File: src/rtl/mac3_sched.sv
// mac3_sched: sequencing controller for the 4-stage, 3-product pipelined MAC.
//
// Purpose:
//   Issues operand beats (one kernel row of 3 taps per beat) from the operand
//   source into the MAC and counts K beats per output over N outputs. It drives
//   the MAC enable, accumulate flag and channel tag. A shadow pipe follows the
//   MAC stages so the block knows when stage 4 holds a finished sum. That sum is
//   presented with valid/ready. At job end the MAC is flushed with bubble beats.
//   Operand data never passes through this block.
//
// Ports:
//   clk, arst_n_in           clock, asynchronous active-low reset
//   start                    one-cycle job start pulse (honoured only in IDLE)
//   cfg_beats/outputs/ch_base  job configuration, latched on start
//   op_valid / op_ready      operand source handshake
//   mac_input_valid          MAC pipeline enable (real beat or bubble)
//   mac_accumulate_internal  0 on first beat of an output and on bubbles
//   mac_ch_out_in            channel tag fed into the MAC with each beat
//   res_valid / res_ready    finished-sum handshake to the output writer
//   res_ch_out               tag of the presented result
//   busy, done               job active / one-cycle completion pulse
module mac3_sched #(
    parameter int CNT_WIDTH  = 16,
    parameter int PIPE_DEPTH = 4
) (
    input  logic                 clk,
    input  logic                 arst_n_in,
    input  logic                 start,
    input  logic [CNT_WIDTH-1:0] cfg_beats,
    input  logic [CNT_WIDTH-1:0] cfg_outputs,
    input  logic [31:0]          cfg_ch_base,
    input  logic                 op_valid,
    output logic                 op_ready,
    output logic                 mac_input_valid,
    output logic                 mac_accumulate_internal,
    output logic [31:0]          mac_ch_out_in,
    output logic                 res_valid,
    input  logic                 res_ready,
    output logic [31:0]          res_ch_out,
    output logic                 busy,
    output logic                 done
);

    typedef enum logic [1:0] {
        ST_IDLE  = 2'd0,
        ST_RUN   = 2'd1,
        ST_DRAIN = 2'd2,
        ST_DONE  = 2'd3
    } state_t;

    localparam logic [CNT_WIDTH-1:0] CNT_ZERO = {CNT_WIDTH{1'b0}};
    localparam logic [CNT_WIDTH-1:0] CNT_ONE  = {{(CNT_WIDTH-1){1'b0}}, 1'b1};

    state_t                 r_state;
    state_t                 w_state_nxt;
    logic [CNT_WIDTH-1:0]   r_k;
    logic [CNT_WIDTH-1:0]   r_n;
    logic [CNT_WIDTH-1:0]   r_beats;
    logic [CNT_WIDTH-1:0]   r_outputs;
    logic [CNT_WIDTH-1:0]   r_res_cnt;
    logic [31:0]            r_ch_base;
    logic [PIPE_DEPTH-1:0]  r_sh_valid;
    logic [PIPE_DEPTH-1:0]  r_sh_last;
    logic [31:0]            r_sh_tag [PIPE_DEPTH];
    logic                   r_consumed;

    logic                   w_start_job;
    logic                   w_res_valid;
    logic                   w_res_stall;
    logic                   w_accept;
    logic                   w_pending;
    logic                   w_op_ready;
    logic                   w_fire;
    logic                   w_bubble;
    logic                   w_shift;
    logic                   w_last_beat;
    logic                   w_last_output;
    logic [31:0]            w_tag;
    logic [CNT_WIDTH-1:0]   w_beats_eff;

    // A zero beat count is treated as one beat per output.
    assign w_beats_eff   = (cfg_beats == CNT_ZERO) ? CNT_ONE : cfg_beats;
    assign w_start_job   = (r_state == ST_IDLE) && start;

    // Stage 4 holds a finished sum only if it is the last beat of an output
    // and the writer has not already taken it.
    assign w_res_valid   = r_sh_valid[PIPE_DEPTH-1] && r_sh_last[PIPE_DEPTH-1] && !r_consumed;
    assign w_res_stall   = w_res_valid && !res_ready;
    assign w_accept      = w_res_valid && res_ready;
    // Results still travelling through the stages ahead of stage 4.
    assign w_pending     = |(r_sh_valid[PIPE_DEPTH-2:0] & r_sh_last[PIPE_DEPTH-2:0]);

    assign w_op_ready    = (r_state == ST_RUN) && !w_res_stall;
    assign w_fire        = op_valid && w_op_ready;
    assign w_bubble      = (r_state == ST_DRAIN) && !w_res_stall && w_pending;
    // Every MAC enable advances the MAC and the shadow pipe together.
    assign w_shift       = w_fire || w_bubble;
    assign w_last_beat   = (r_k == (r_beats - CNT_ONE));
    assign w_last_output = (r_n == (r_outputs - CNT_ONE));
    assign w_tag         = r_ch_base + 32'(r_n);

    assign op_ready                = w_op_ready;
    assign mac_input_valid         = w_shift;
    assign mac_accumulate_internal = (r_state == ST_RUN) && (r_k != CNT_ZERO);
    assign mac_ch_out_in           = (r_state == ST_RUN) ? w_tag : 32'd0;
    assign res_valid               = w_res_valid;
    assign res_ch_out              = w_res_valid ? r_sh_tag[PIPE_DEPTH-1] : 32'd0;
    assign busy                    = (r_state != ST_IDLE);
    assign done                    = (r_state == ST_DONE);

    // Next-state decode for the job sequencer.
    always_comb begin
        w_state_nxt = r_state;
        case (r_state)
            ST_IDLE: begin
                if (start) begin
                    w_state_nxt = (cfg_outputs == CNT_ZERO) ? ST_DONE : ST_RUN;
                end else begin
                    w_state_nxt = ST_IDLE;
                end
            end
            ST_RUN: begin
                if (w_fire && w_last_beat && w_last_output) begin
                    w_state_nxt = ST_DRAIN;
                end else begin
                    w_state_nxt = ST_RUN;
                end
            end
            ST_DRAIN: begin
                // Leave on the accept that makes the result count reach N.
                if (w_accept && (r_res_cnt == (r_outputs - CNT_ONE))) begin
                    w_state_nxt = ST_DONE;
                end else begin
                    w_state_nxt = ST_DRAIN;
                end
            end
            ST_DONE: begin
                w_state_nxt = ST_IDLE;
            end
            default: begin
                w_state_nxt = ST_IDLE;
            end
        endcase
    end

    // State register.
    always_ff @(posedge clk or negedge arst_n_in) begin
        if (!arst_n_in) begin
            r_state <= ST_IDLE;
        end else begin
            r_state <= w_state_nxt;
        end
    end

    // Job configuration latched on an accepted start.
    always_ff @(posedge clk or negedge arst_n_in) begin
        if (!arst_n_in) begin
            r_beats   <= CNT_ONE;
            r_outputs <= CNT_ZERO;
            r_ch_base <= 32'd0;
        end else if (w_start_job) begin
            r_beats   <= w_beats_eff;
            r_outputs <= cfg_outputs;
            r_ch_base <= cfg_ch_base;
        end
    end

    // Beat and output indices, advanced only by fired beats.
    always_ff @(posedge clk or negedge arst_n_in) begin
        if (!arst_n_in) begin
            r_k <= CNT_ZERO;
            r_n <= CNT_ZERO;
        end else if (w_start_job) begin
            r_k <= CNT_ZERO;
            r_n <= CNT_ZERO;
        end else if (w_fire) begin
            if (w_last_beat) begin
                r_k <= CNT_ZERO;
                r_n <= r_n + CNT_ONE;
            end else begin
                r_k <= r_k + CNT_ONE;
            end
        end
    end

    // Count of results accepted by the output writer.
    always_ff @(posedge clk or negedge arst_n_in) begin
        if (!arst_n_in) begin
            r_res_cnt <= CNT_ZERO;
        end else if (w_start_job) begin
            r_res_cnt <= CNT_ZERO;
        end else if (w_accept) begin
            r_res_cnt <= r_res_cnt + CNT_ONE;
        end
    end

    // Consumed flag: a shift brings a new entry into stage 4, which wins over
    // an accept in the same cycle.
    always_ff @(posedge clk or negedge arst_n_in) begin
        if (!arst_n_in) begin
            r_consumed <= 1'b0;
        end else if (w_start_job || w_shift) begin
            r_consumed <= 1'b0;
        end else if (w_accept) begin
            r_consumed <= 1'b1;
        end
    end

    // Shadow pipe mirroring the MAC stages; bubbles enter as empty entries.
    always_ff @(posedge clk or negedge arst_n_in) begin
        if (!arst_n_in) begin
            r_sh_valid <= {PIPE_DEPTH{1'b0}};
            r_sh_last  <= {PIPE_DEPTH{1'b0}};
            for (int i = 0; i < PIPE_DEPTH; i++) begin
                r_sh_tag[i] <= 32'd0;
            end
        end else if (w_start_job) begin
            r_sh_valid <= {PIPE_DEPTH{1'b0}};
            r_sh_last  <= {PIPE_DEPTH{1'b0}};
            for (int i = 0; i < PIPE_DEPTH; i++) begin
                r_sh_tag[i] <= 32'd0;
            end
        end else if (w_shift) begin
            r_sh_valid <= {r_sh_valid[PIPE_DEPTH-2:0], w_fire};
            r_sh_last  <= {r_sh_last[PIPE_DEPTH-2:0], w_fire && w_last_beat};
            r_sh_tag[0] <= w_fire ? w_tag : 32'd0;
            for (int i = 1; i < PIPE_DEPTH; i++) begin
                r_sh_tag[i] <= r_sh_tag[i-1];
            end
        end
    end

endmodule
File: config.mk
export PLATFORM = sky130hd
export DESIGN_NAME = mac3_sched
export DESIGN_NICKNAME = d
export VERILOG_FILES = /design/src/rtl/mac3_sched.sv
export SDC_FILE = /design/constraint.sdc
export NUM_CORES = 1
export LEC_CHECK = 0
export BUFFER_PORTS_ARGS = -buffer_cell sky130_fd_sc_hd__buf_4
export CAP_MARGIN = 20
export CORE_UTILIZATION = 55
export CTS_BUF_LIST = sky130_fd_sc_hd__clkbuf_4 sky130_fd_sc_hd__clkbuf_8
export DETAILED_ROUTE_END_ITERATION = 10
export GPL_TIMING_DRIVEN = 0
export PLACE_DENSITY_LB_ADDON = 0.08
export SLEW_MARGIN = 20
export SYNTH_ARGS = -nofsm -noshare
export SYNTH_HDL_FRONTEND = slang
export SYNTH_SLANG_ARGS = --single-unit
export TNS_END_PERCENT = 20
File: constraint.sdc
create_clock -name clk -period 3.1 [get_ports clk]
set_input_delay 0.465 -clock clk [delete_from_list [all_inputs] [get_ports clk]]
set_output_delay 0.465 -clock clk [all_outputs]
set_load 0.02 [all_outputs]
Word level (Yosys, flattened, before mapping)
Index checks and enable logic that the tools add are counted. Widths: inputs -> output; s select.

Add/sub/neg operators: 6. Eq/ne operators: 6. Mux-type cells: 25. Bitwise logic cells: 1. Reductions and logical operators: 30.

Operator list (number): $mux 128 (2); $mux 16 (9); $mux 32 (3); $add 16x1->16 const B (3); $eq 16x16->1 (3); $add 32x16->32 (1); $logic_not 16->1 (2); $sub 16x1->16 const B (2); $mux 4 (4); $reduce_bool 16->1 (1); $logic_and 1x1->1 (13); $reduce_bool 2->1 (6); $pmux 2 s4 (1); $mux 2 (3); $eq 2x2->1 const B (2); $and 3x3->3 (1); $logic_not 1->1 (3); $mux 1 (3); $reduce_or 3->1 (1); $eq 2x1->1 const B (1); $logic_not 2->1 (1); $logic_or 1x1->1 (2); $reduce_and 2->1 (1).

Bits in registers: 251. Bits of input ports: 69. Output and inout bits: 70. Logic and storage cells: 82.

Logic depth before layout (Yosys ltp)
Gate-level depths: netlist of the first run.

Depth in word-level cells: 10. Gate-level depth with buffers: 12. Depth with buffers taken out: 10.

Worst setup path before layout of the first run
No wires, ideal clock.

Kind: reg2out. From: reg r_n[0]. To: out mac_ch_out_in[20]. Data arrival time: 2709 ps. Required time: 2635 ps. Path slack: -74 ps. Cell stages (with the launch flop): 11. Buffers on the path: 0. Path through: dfrtp_1 ha_1 fa_1 a21oi_1 o22ai_1 o311a_1 o21ai_0 a31oi_1 nand3_1 xor2_1 nor2_1.

Word-level cells in the longest chain between the ends: 2.

Ends and longest elaborated chain: start: declaration (RTL line 57) `logic [CNT_WIDTH-1:0] r_n;`; start signal: assignment (RTL line 179) `r_n <= r_n + CNT_ONE;`; $add 32x16->32 (RTL line 100) `assign w_tag = r_ch_base + 32'(r_n);`; $mux 32 (RTL line 105) `assign mac_ch_out_in = (r_state == ST_RUN) ? w_tag : 32'd0;`; end: declaration (RTL line 36) `output logic [31:0] mac_ch_out_in,`.

Every way passes these cells.

Worst setup path after layout of the first run
From: reg r_n[15]. To: out mac_ch_out_in[28].

Same word-level chain as after synthesis.

==> flow_summary.html, run 1 <==
<table>
<tr><th>Metric</th><th>Value</th></tr>
<tr><th colspan="2">Detailed routing</th></tr>
<tr><td>TritonRoute pass-1 iters</td><td>6</td></tr>
<tr><td>Number of design-rule violations left by the first detailed-router iteration</td><td>1125</td></tr>
<tr><td>Detail Route Antenna Nets</td><td>0</td></tr>
<tr><td>Vias per inst</td><td>5.55</td></tr>
<tr><td>Total number of vias</td><td>11.7k</td></tr>
<tr><td>Post-route DRC violation count</td><td>0</td></tr>
<tr><td>WL/cell</td><td>17.0 um</td></tr>
<tr><td>Total wire length</td><td>35.9 mm</td></tr>
<tr><th colspan="2">Clock tree</th></tr>
<tr><td>Clock latency on the worst-skew pair</td><td>0.56 ns</td></tr>
<tr><td>Clock tree from TritonCTS</td><td>yes</td></tr>
<tr><td>CTS clk-pin slew, worst paths</td><td>0.07 ns</td></tr>
<tr><td>Buffers from clock root to sink, at most</td><td>3</td></tr>
<tr><td>Number of clock buffers inserted by TritonCTS</td><td>43</td></tr>
<tr><td>Sink Count</td><td>251</td></tr>
<tr><td>Root cell of the clock tree</td><td>clkbuf_8</td></tr>
<tr><td>H-tree depth reported by CTS</td><td>2</td></tr>
<tr><th colspan="2">Synthesis</th></tr>
<tr><td>Ys flop type</td><td>dfrtp_1</td></tr>
<tr><td>Number of register bits inferred by synthesis</td><td>251</td></tr>
<tr><td>Number of nets in the synthesized netlist</td><td>1614</td></tr>
<tr><td>Parity-gate share of the synthesized area counting xor and xnor cells</td><td>0.0806</td></tr>
<tr><td>Combinational family with the most area after synthesis</td><td>simple AND/OR/NAND/NOR gates</td></tr>
<tr><td>Async set-reset flop share out of synthesis</td><td>1.00</td></tr>
<tr><td>Post-Syn Area per Cell</td><td>8.50 um^2</td></tr>
<tr><td>Post-synthesis sequential area ratio</td><td>0.486</td></tr>
<tr><td>Compound-Gate Fraction of Synth Area</td><td>0.110</td></tr>
<tr><td>Cells after Synth</td><td>1522</td></tr>
<tr><td>Mux share of post-synthesis cell area</td><td>0.000774</td></tr>
<tr><td>Number of enable-type register cells in the synthesized netlist</td><td>0</td></tr>
<tr><td>Adder and majority gate portion of the synthesized area</td><td>0.0236</td></tr>
<tr><td>Share of the synthesized area in the top cell type</td><td>0.484</td></tr>
<tr><td>Cell type with the highest aggregate area in the netlist</td><td>dfrtp_1</td></tr>
<tr><td>Simple-gate portion of the synthesized area</td><td>0.267</td></tr>
<tr><td>Post-synthesis cell area</td><td>12900 um^2</td></tr>
<tr><td>Area contributors post-synth</td><td>dfrtp_1 48%, nand2_1 13%, a21oi_1 4.9%</td></tr>
<tr><td>Unique cell type count in the Yosys netlist</td><td>60</td></tr>
<tr><td>Ys Warns</td><td>0</td></tr>
<tr><th colspan="2">Worst setup path</th></tr>
<tr><td>Endpoint kind of the worst setup timing path</td><td>output pin</td></tr>
<tr><td>Worst Path Class, Setup</td><td>register to output pin</td></tr>
<tr><td>Worst setup path startpoint</td><td>r_n[15]</td></tr>
<tr><td>Path depth of the worst reg2reg path</td><td>16</td></tr>
<tr><td>Startpoint of the worst-slack reg-to-reg timing path</td><td>r_ch_base[0]</td></tr>
<tr><td>Dominant cell type by count on the critical path</td><td>nor2_1</td></tr>
<tr><td>CP required</td><td>2.63 ns</td></tr>
<tr><td>Crit-path cells</td><td>ha_1, nor2_1, nand3_1, o21ai_0, a31oi_4, nand3_2, xor2_2, nor2_1, buf_4</td></tr>
<tr><td>Buf+Inv Stages, Crit Path</td><td>1</td></tr>
<tr><td>CP max stage cell</td><td>ha_1</td></tr>
<tr><td>Data arrival time of the worst path</td><td>3.20 ns</td></tr>
<tr><td>Largest fanout on the critical path</td><td>10</td></tr>
<tr><td>Max stage delay on crit path</td><td>0.58 ns</td></tr>
<tr><td>Kind of start point of the critical path</td><td>register</td></tr>
<tr><td>Total number of cells along the worst setup path</td><td>9</td></tr>
<tr><td>Crit path max-delay family</td><td>simple AND/OR/NAND/NOR gates</td></tr>
<tr><th colspan="2">Finish</th></tr>
<tr><td>Layout overhead on the synthesized area</td><td>27.5%</td></tr>
<tr><td>Diodes inserted</td><td>0</td></tr>
<tr><td>Commonest cells after routing, fill and taps aside</td><td>446 x nand2_1, 235 x dfrtp_1, 194 x buf_4, 118 x a21oi_1, 78 x nor2_1</td></tr>
<tr><td>Commonest non-fill, non-tap cell in the layout</td><td>nand2_1</td></tr>
<tr><td>Share of post-route cells with drive strength above 1</td><td>0.226</td></tr>
<tr><td>Final-stage net count</td><td>1856</td></tr>
<tr><th colspan="2">Floorplanning</th></tr>
<tr><td>Std-Cell Rows</td><td>55</td></tr>
<tr><td>Die area</td><td>24100 um^2</td></tr>
<tr><td>Effective utilization at floorplan</td><td>0.566</td></tr>
<tr><td>Top Ports</td><td>139</td></tr>
<tr><td>Placeable core area</td><td>22800 um^2</td></tr>
<tr><td>Die extent in y</td><td>155 um</td></tr>
<tr><td>Die width</td><td>155 um</td></tr>
<tr><th colspan="2">Global routing</th></tr>
<tr><td>Number of global-route vias before repair</td><td>11.0k</td></tr>
<tr><td>Pin count of the biggest net entering global routing</td><td>102</td></tr>
<tr><td>Final global-route overflow total</td><td>0</td></tr>
<tr><td>Number of antenna violations at the first check in global routing</td><td>0</td></tr>
<tr><td>Total GRT Usage</td><td>0.296</td></tr>
<tr><td>Wire length of the first global-routing pass</td><td>56.8 mm</td></tr>
<tr><th colspan="2">Run</th></tr>
<tr><td>Maxcap violations</td><td>0</td></tr>
<tr><th colspan="2">Placed design</th></tr>
<tr><td>Final HPWL DP</td><td>24.8 mm</td></tr>
<tr><td>Routability congestion estimate</td><td>0.920</td></tr>
<tr><td>Pre-CTS setup slack</td><td>-0.675 ns</td></tr>
<tr><td>IO buf count</td><td>138</td></tr>
<tr><th colspan="2">Power and ir drop</th></tr>
<tr><td>Pleak</td><td>7.67 nW</td></tr>
<tr><td>Power Density</td><td>719 nW/um^2</td></tr>
<tr><td>VDD IR max</td><td>0.424 mV</td></tr>
<tr><th colspan="2">Outcome</th></tr>
<tr><td>Failing checks</td><td>negative setup slack</td></tr>
<tr><td>Status</td><td>finished, violations left</td></tr>
<tr><th colspan="2">Worst hold path</th></tr>
<tr><td>Kind of path behind the tightest hold check</td><td>input pin to register</td></tr>
<tr><td>Hold wc startpoint</td><td>cfg_ch_base[9]</td></tr>
<tr><td>WHS Path Cells</td><td>3</td></tr>
<tr><th colspan="2">STA</th></tr>
<tr><td>Final critical path time including I/O delays and setup</td><td>3.67 ns</td></tr>
<tr><td>Worst Clk Skew</td><td>0.0272 ns</td></tr>
<tr><td>Least setup slack across all paths after layout</td><td>-0.569 ns</td></tr>
<tr><td>Slew at the pin with the worst max-slew slack</td><td>0.711 ns</td></tr>
<tr><td>Total count of hold-check failures in the final report</td><td>0</td></tr>
<tr><td>Final period util</td><td>1.18</td></tr>
<tr><td>Minimum hold slack</td><td>0.0883 ns</td></tr>
<tr><td>Total negative slack for setup checks</td><td>-10.06 ns</td></tr>
<tr><td>Number of slew-limit violations in the final report</td><td>0</td></tr>
<tr><td>Worst slew margin relative to its limit</td><td>0.526</td></tr>
<tr><td>Top achievable clock speed</td><td>273 MHz</td></tr>
<tr><td>Setup repair after global routing missed its margin</td><td>true</td></tr>
<tr><td>Final setup violating endpoints</td><td>26</td></tr>
</table>
worst min-delay path, delay by kind of cell:
kind          cells  cell delay, ns
buf+inv           1            0.07
simple gates      2            0.08
logic make-up (layout without fill, tap and decap cells):
kind of cell | after synthesis | after routing
simple gates | 762 | 762
compound gates | 257 | 257
flops | 251 | 251
xor+xnor | 119 | 119
buf+inv | 108 | 383
fa+ha+maj | 24 | 24
mux | 1 | 1
final cells by class:
cell class / count / area, um^2
Multi-Input combinational cell: 1163 / 6830
Fill cell: 1816 / 6340
Sequential cell: 251 / 6300
Timing Repair Buffer: 205 / 1620
Clock buffer: 67 / 835
Tap cell: 313 / 392
Buffer: 81 / 325
Clock inverter: 11 / 121
Inverter: 19 / 71.3
stage by stage:
stage / cells / cell area (um^2) / power [mW] / utilization
floorplan: 1522 / 12900 / 6.79 / -
CTS: 2092 / 16000 / 11.5 / 0.700
finish: 2110 / 16500 / 11.9 / 0.722
detailed placement: 1975 / 14400 / 7.94 / 0.632
global route: 2110 / 16500 / 12.6 / 0.722
global placement: 1973 / 14400 / 7.82 / 0.629
per-layer routing:
| layer | routed length (um) | vias up | GRT usage | share of wire |
|---|---|---|---|---|
| met5 | 0 | - | 0 | 0 |
| met4 | 882 | 0 | 0.0868 | 0.025 |
| met3 | 2330 | 80 | 0.0421 | 0.065 |
| met1 | 16400 | 5584 | 0.434 | 0.46 |
| met2 | 16300 | 460 | 0.459 | 0.45 |
| li1 | - | 5592 | - | - |
registers in the layout (all words and copies together) (netlist names):
register / flops
r_k: 16
r_sh_tag: 128
r_beats: 16
r_ch_base: 32
r_consumed: 1
r_sh_valid: 4
r_state: 2
r_sh_last: 4
r_res_cnt: 16
r_n: 16
r_outputs: 16
cells in the mapped netlist (all sizes together), types with 5 or more instances:
library cell and n:
o31ai 5, nand2b 12, a21o 8, xnor2 52
or4 13, nand2 447, clkbuf 75, or3 7
ha 22, dfrtp 250, nor2 85, a31oi 17
nor4 22, o21ai 74, and2 37, nand3 47
a21oi 126, or2 7, buf 14, nor3b 5
and3 28, nand4 16, xor2 67, nor3 17
inv 19
path summary, 6_finish.rpt:
kind,end,slack (ns)
hold / removal,r_ch_base[9],0.09
min in group asynchronous,r_outputs[7],0.43
setup reg to reg,r_sh_tag[122],-0.13
setup / recovery,mac_ch_out_in[28],-0.57
hold reg to reg,r_sh_tag[114],0.48
max in group asynchronous,r_ch_base[16],1.35
where the power goes:
| group | switching, mW | internal (mW) |
|---|---|---|
| Combinational | 2.08 | 1.65 |
| Sequential | 0.771 | 4.11 |
| Clock | 1.37 | 1.90 |
| Total | 4.21 | 7.66 |
what timing repair did:
action | CTS | global route
pin swaps | 30 | 39
hold endpoints to repair | 50 | 0
gates resized for setup | 69 | 80
buffers inserted | 40 | 25
hold buffers | 1 | 0
endpoints found under the setup margin | 151 | 154
(Power assumes the default switching activity.)
==> run 2: changes to the inputs <==
Settings changed: CORE_ASPECT_RATIO set to 1.5.
==> run 2 against run 1 <==
Against the previous run: the run still ends with negative setup slack left; total power decreased by 6.3%; sequential cell count unchanged; sequential power decreased by 2%; register-to-register slack improved by 0.12 ns; setup slack got worse by 0.035 ns; worst hold slack improved by 0.027 ns; sequential share of layout area increased by 0.59 points; clock skew decreased by 0.011 ns; clock-buffer cell count decreased by 8; clock power decreased by 14%; critical path type unchanged.
==> flow_summary.html, run 2 (synthesized netlist as in run 1, its figures left out) <==
<table>
<tr><th>Metric</th><th>Value</th></tr>
<tr><th colspan="2">Outcome</th></tr>
<tr><td>Status</td><td>finished, violations left</td></tr>
<tr><td>Failing checks</td><td>negative setup slack</td></tr>
<tr><th colspan="2">Global routing</th></tr>
<tr><td>Pin count of the biggest net entering global routing</td><td>91</td></tr>
<tr><td>Number of global-route vias before repair</td><td>11.1k</td></tr>
<tr><td>Final global-route overflow total</td><td>0</td></tr>
<tr><td>Wire length of the first global-routing pass</td><td>53.7 mm</td></tr>
<tr><td>Total GRT Usage</td><td>0.284</td></tr>
<tr><td>Number of antenna violations at the first check in global routing</td><td>0</td></tr>
<tr><th colspan="2">Run</th></tr>
<tr><td>Maxcap violations</td><td>0</td></tr>
<tr><th colspan="2">Clock tree</th></tr>
<tr><td>Root cell of the clock tree</td><td>clkbuf_8</td></tr>
<tr><td>Sink Count</td><td>251</td></tr>
<tr><td>Clock latency on the worst-skew pair</td><td>0.54 ns</td></tr>
<tr><td>H-tree depth reported by CTS</td><td>2</td></tr>
<tr><td>Number of clock buffers inserted by TritonCTS</td><td>37</td></tr>
<tr><td>CTS clk-pin slew, worst paths</td><td>0.06 ns</td></tr>
<tr><td>Clock tree from TritonCTS</td><td>yes</td></tr>
<tr><td>Buffers from clock root to sink, at most</td><td>3</td></tr>
<tr><th colspan="2">STA</th></tr>
<tr><td>Least setup slack across all paths after layout</td><td>-0.605 ns</td></tr>
<tr><td>Top achievable clock speed</td><td>270 MHz</td></tr>
<tr><td>Total count of hold-check failures in the final report</td><td>0</td></tr>
<tr><td>Final critical path time including I/O delays and setup</td><td>3.70 ns</td></tr>
<tr><td>Worst Clk Skew</td><td>0.0159 ns</td></tr>
<tr><td>Final period util</td><td>1.20</td></tr>
<tr><td>Slew at the pin with the worst max-slew slack</td><td>0.773 ns</td></tr>
<tr><td>Final setup violating endpoints</td><td>29</td></tr>
<tr><td>Minimum hold slack</td><td>0.115 ns</td></tr>
<tr><td>Worst slew margin relative to its limit</td><td>0.485</td></tr>
<tr><td>Setup repair after global routing missed its margin</td><td>true</td></tr>
<tr><td>Total negative slack for setup checks</td><td>-10.56 ns</td></tr>
<tr><td>Number of slew-limit violations in the final report</td><td>0</td></tr>
<tr><th colspan="2">Worst setup path</th></tr>
<tr><td>Crit path to</td><td>mac_ch_out_in[26]</td></tr>
<tr><td>Crit-path cells</td><td>ha_4, fa_2, a21oi_2, o22ai_2, o311a_1, o21ai_4, a31oi_4, nand3_2, xor2_2, nor2_2, buf_6</td></tr>
<tr><td>Reg2Reg Setup Slack</td><td>-0.01 ns</td></tr>
<tr><td>Path depth of the worst reg2reg path</td><td>9</td></tr>
<tr><td>Largest fanout on the critical path</td><td>8</td></tr>
<tr><td>Max stage delay on crit path</td><td>0.43 ns</td></tr>
<tr><td>Startpoint of the worst-slack reg-to-reg timing path</td><td>r_state[1]</td></tr>
<tr><td>Data arrival time of the worst path</td><td>3.24 ns</td></tr>
<tr><td>Endpoint kind of the worst setup timing path</td><td>output pin</td></tr>
<tr><td>Total number of cells along the worst setup path</td><td>11</td></tr>
<tr><td>Kind of start point of the critical path</td><td>register</td></tr>
<tr><td>Crit path max-delay family</td><td>compound AO/OA/AOI/OAI gates</td></tr>
<tr><td>Buf+Inv Stages, Crit Path</td><td>1</td></tr>
<tr><td>CP max stage cell</td><td>dfrtp_2</td></tr>
<tr><td>CP required</td><td>2.63 ns</td></tr>
<tr><td>Worst Path Class, Setup</td><td>register to output pin</td></tr>
<tr><td>Crit Reg-Reg Endpoint</td><td>r_sh_tag[119]</td></tr>
<tr><td>Worst setup path startpoint</td><td>r_n[0]</td></tr>
<tr><th colspan="2">Power and ir drop</th></tr>
<tr><td>Power, Total</td><td>11.1 mW</td></tr>
<tr><td>Power Density</td><td>685 nW/um^2</td></tr>
<tr><td>VDD IR max</td><td>0.537 mV</td></tr>
<tr><td>Pleak</td><td>7.49 nW</td></tr>
<tr><th colspan="2">Finish</th></tr>
<tr><td>Commonest cells after routing, fill and taps aside</td><td>446 x nand2_1, 240 x dfrtp_1, 171 x buf_4, 118 x a21oi_1, 71 x nor2_1</td></tr>
<tr><td>Diodes inserted</td><td>0</td></tr>
<tr><td>Share of post-route cells with drive strength above 1</td><td>0.213</td></tr>
<tr><td>Layout overhead on the synthesized area</td><td>25.5%</td></tr>
<tr><td>Final-stage net count</td><td>1838</td></tr>
<tr><td>Register with the highest flop count</td><td>r_sh_tag</td></tr>
<tr><td>Registers with the most flip-flops</td><td>r_sh_tag x128, r_ch_base x32</td></tr>
<tr><td>Commonest non-fill, non-tap cell in the layout</td><td>nand2_1</td></tr>
<tr><td>Max FFs per register</td><td>128</td></tr>
<tr><th colspan="2">Detailed routing</th></tr>
<tr><td>Total wire length</td><td>34.2 mm</td></tr>
<tr><td>TritonRoute pass-1 iters</td><td>5</td></tr>
<tr><td>Vias per inst</td><td>5.39</td></tr>
<tr><td>Post-route DRC violation count</td><td>0</td></tr>
<tr><td>Total number of vias</td><td>11.2k</td></tr>
<tr><td>Detail Route Antenna Nets</td><td>0</td></tr>
<tr><td>Number of design-rule violations left by the first detailed-router iteration</td><td>589</td></tr>
<tr><td>WL/cell</td><td>16.4 um</td></tr>
<tr><th colspan="2">Floorplanning</th></tr>
<tr><td>Placeable core area</td><td>23100 um^2</td></tr>
<tr><td>Die extent in y</td><td>190 um</td></tr>
<tr><td>Effective utilization at floorplan</td><td>0.561</td></tr>
<tr><td>Std-Cell Rows</td><td>68</td></tr>
<tr><td>Die width</td><td>127 um</td></tr>
<tr><td>Die area</td><td>24200 um^2</td></tr>
<tr><td>Top Ports</td><td>139</td></tr>
<tr><th colspan="2">Placed design</th></tr>
<tr><td>IO buf count</td><td>138</td></tr>
<tr><td>Routability congestion estimate</td><td>0.890</td></tr>
<tr><td>Final HPWL DP</td><td>25.0 mm</td></tr>
<tr><th colspan="2">Worst hold path</th></tr>
<tr><td>Kind of path behind the tightest hold check</td><td>input pin to register</td></tr>
</table>
run 2: worst min path at each step:
stage	start	end	slack, ns	cells past startpoint
2_1_floorplan	arst_n_in	r_beats[10]	0.17	0
3_3_place_gp	r_ch_base[10]	r_ch_base[10]	0.46	2
3_5_place_dp	arst_n_in	r_sh_tag[0]	0.46	1
4_1_cts	cfg_ch_base[19]	r_ch_base[19]	0.09	3
5_1_grt	cfg_outputs[11]	r_outputs[11]	0.12	3
6_report	cfg_ch_base[5]	r_ch_base[5]	0.12	3
run 2: final cells by class:
cell class              instances  area, um^2
well taps                     315         394
multi-input cells            1163        6810
fillers                      1927        6820
clock inverters                 5        52.6
inverters                      19        71.3
clock buffers                  59         712
repair buffers                191        1550
flip-flops and latches        251        6290
plain buffers                  83         357
run 2: stage by stage:
step	instances	setup WS (ns)	area, um^2	utilization
after floorplan	1522	-0.0737	12900	-
after global placement	1975	-0.644	14400	0.623
after detailed placement	1977	-0.697	14400	0.626
after CTS	2062	-0.545	15800	0.686
after global routing	2086	-0.715	16200	0.704
final	2086	-0.605	16200	0.704
run 2: where the power goes:
| part | internal [mW] | switching, mW |
|---|---|---|
| Sequential | 4.11 | 0.696 |
| Clock | 1.54 | 1.25 |
| Combinational | 1.57 | 1.96 |
| Total | 7.22 | 3.91 |
run 2: worst min-delay path, delay by kind of cell:
family,cells,cell delay [ns]
and+or+nand+nor,2,0.09
buffers and inverters,1,0.08
run 2: timing repair:
action,CTS,global route
hold endpoints to repair,71,0
gates cloned,0,0
hold buffers,1,0
setup endpoints to repair,156,142
resized for setup,95,57
buffers inserted,25,25
pin swaps,49,34
run 2: per-layer routing:
layer / global-route usage / vias up / wire length, um
li1: - / 5552 / -
met1: 0.297 / 5306 / 12600
met2: 0.542 / 265 / 18600
met3: 0.0315 / 112 / 1060
met4: 0.165 / 0 / 1930
met5: 0 / - / 0
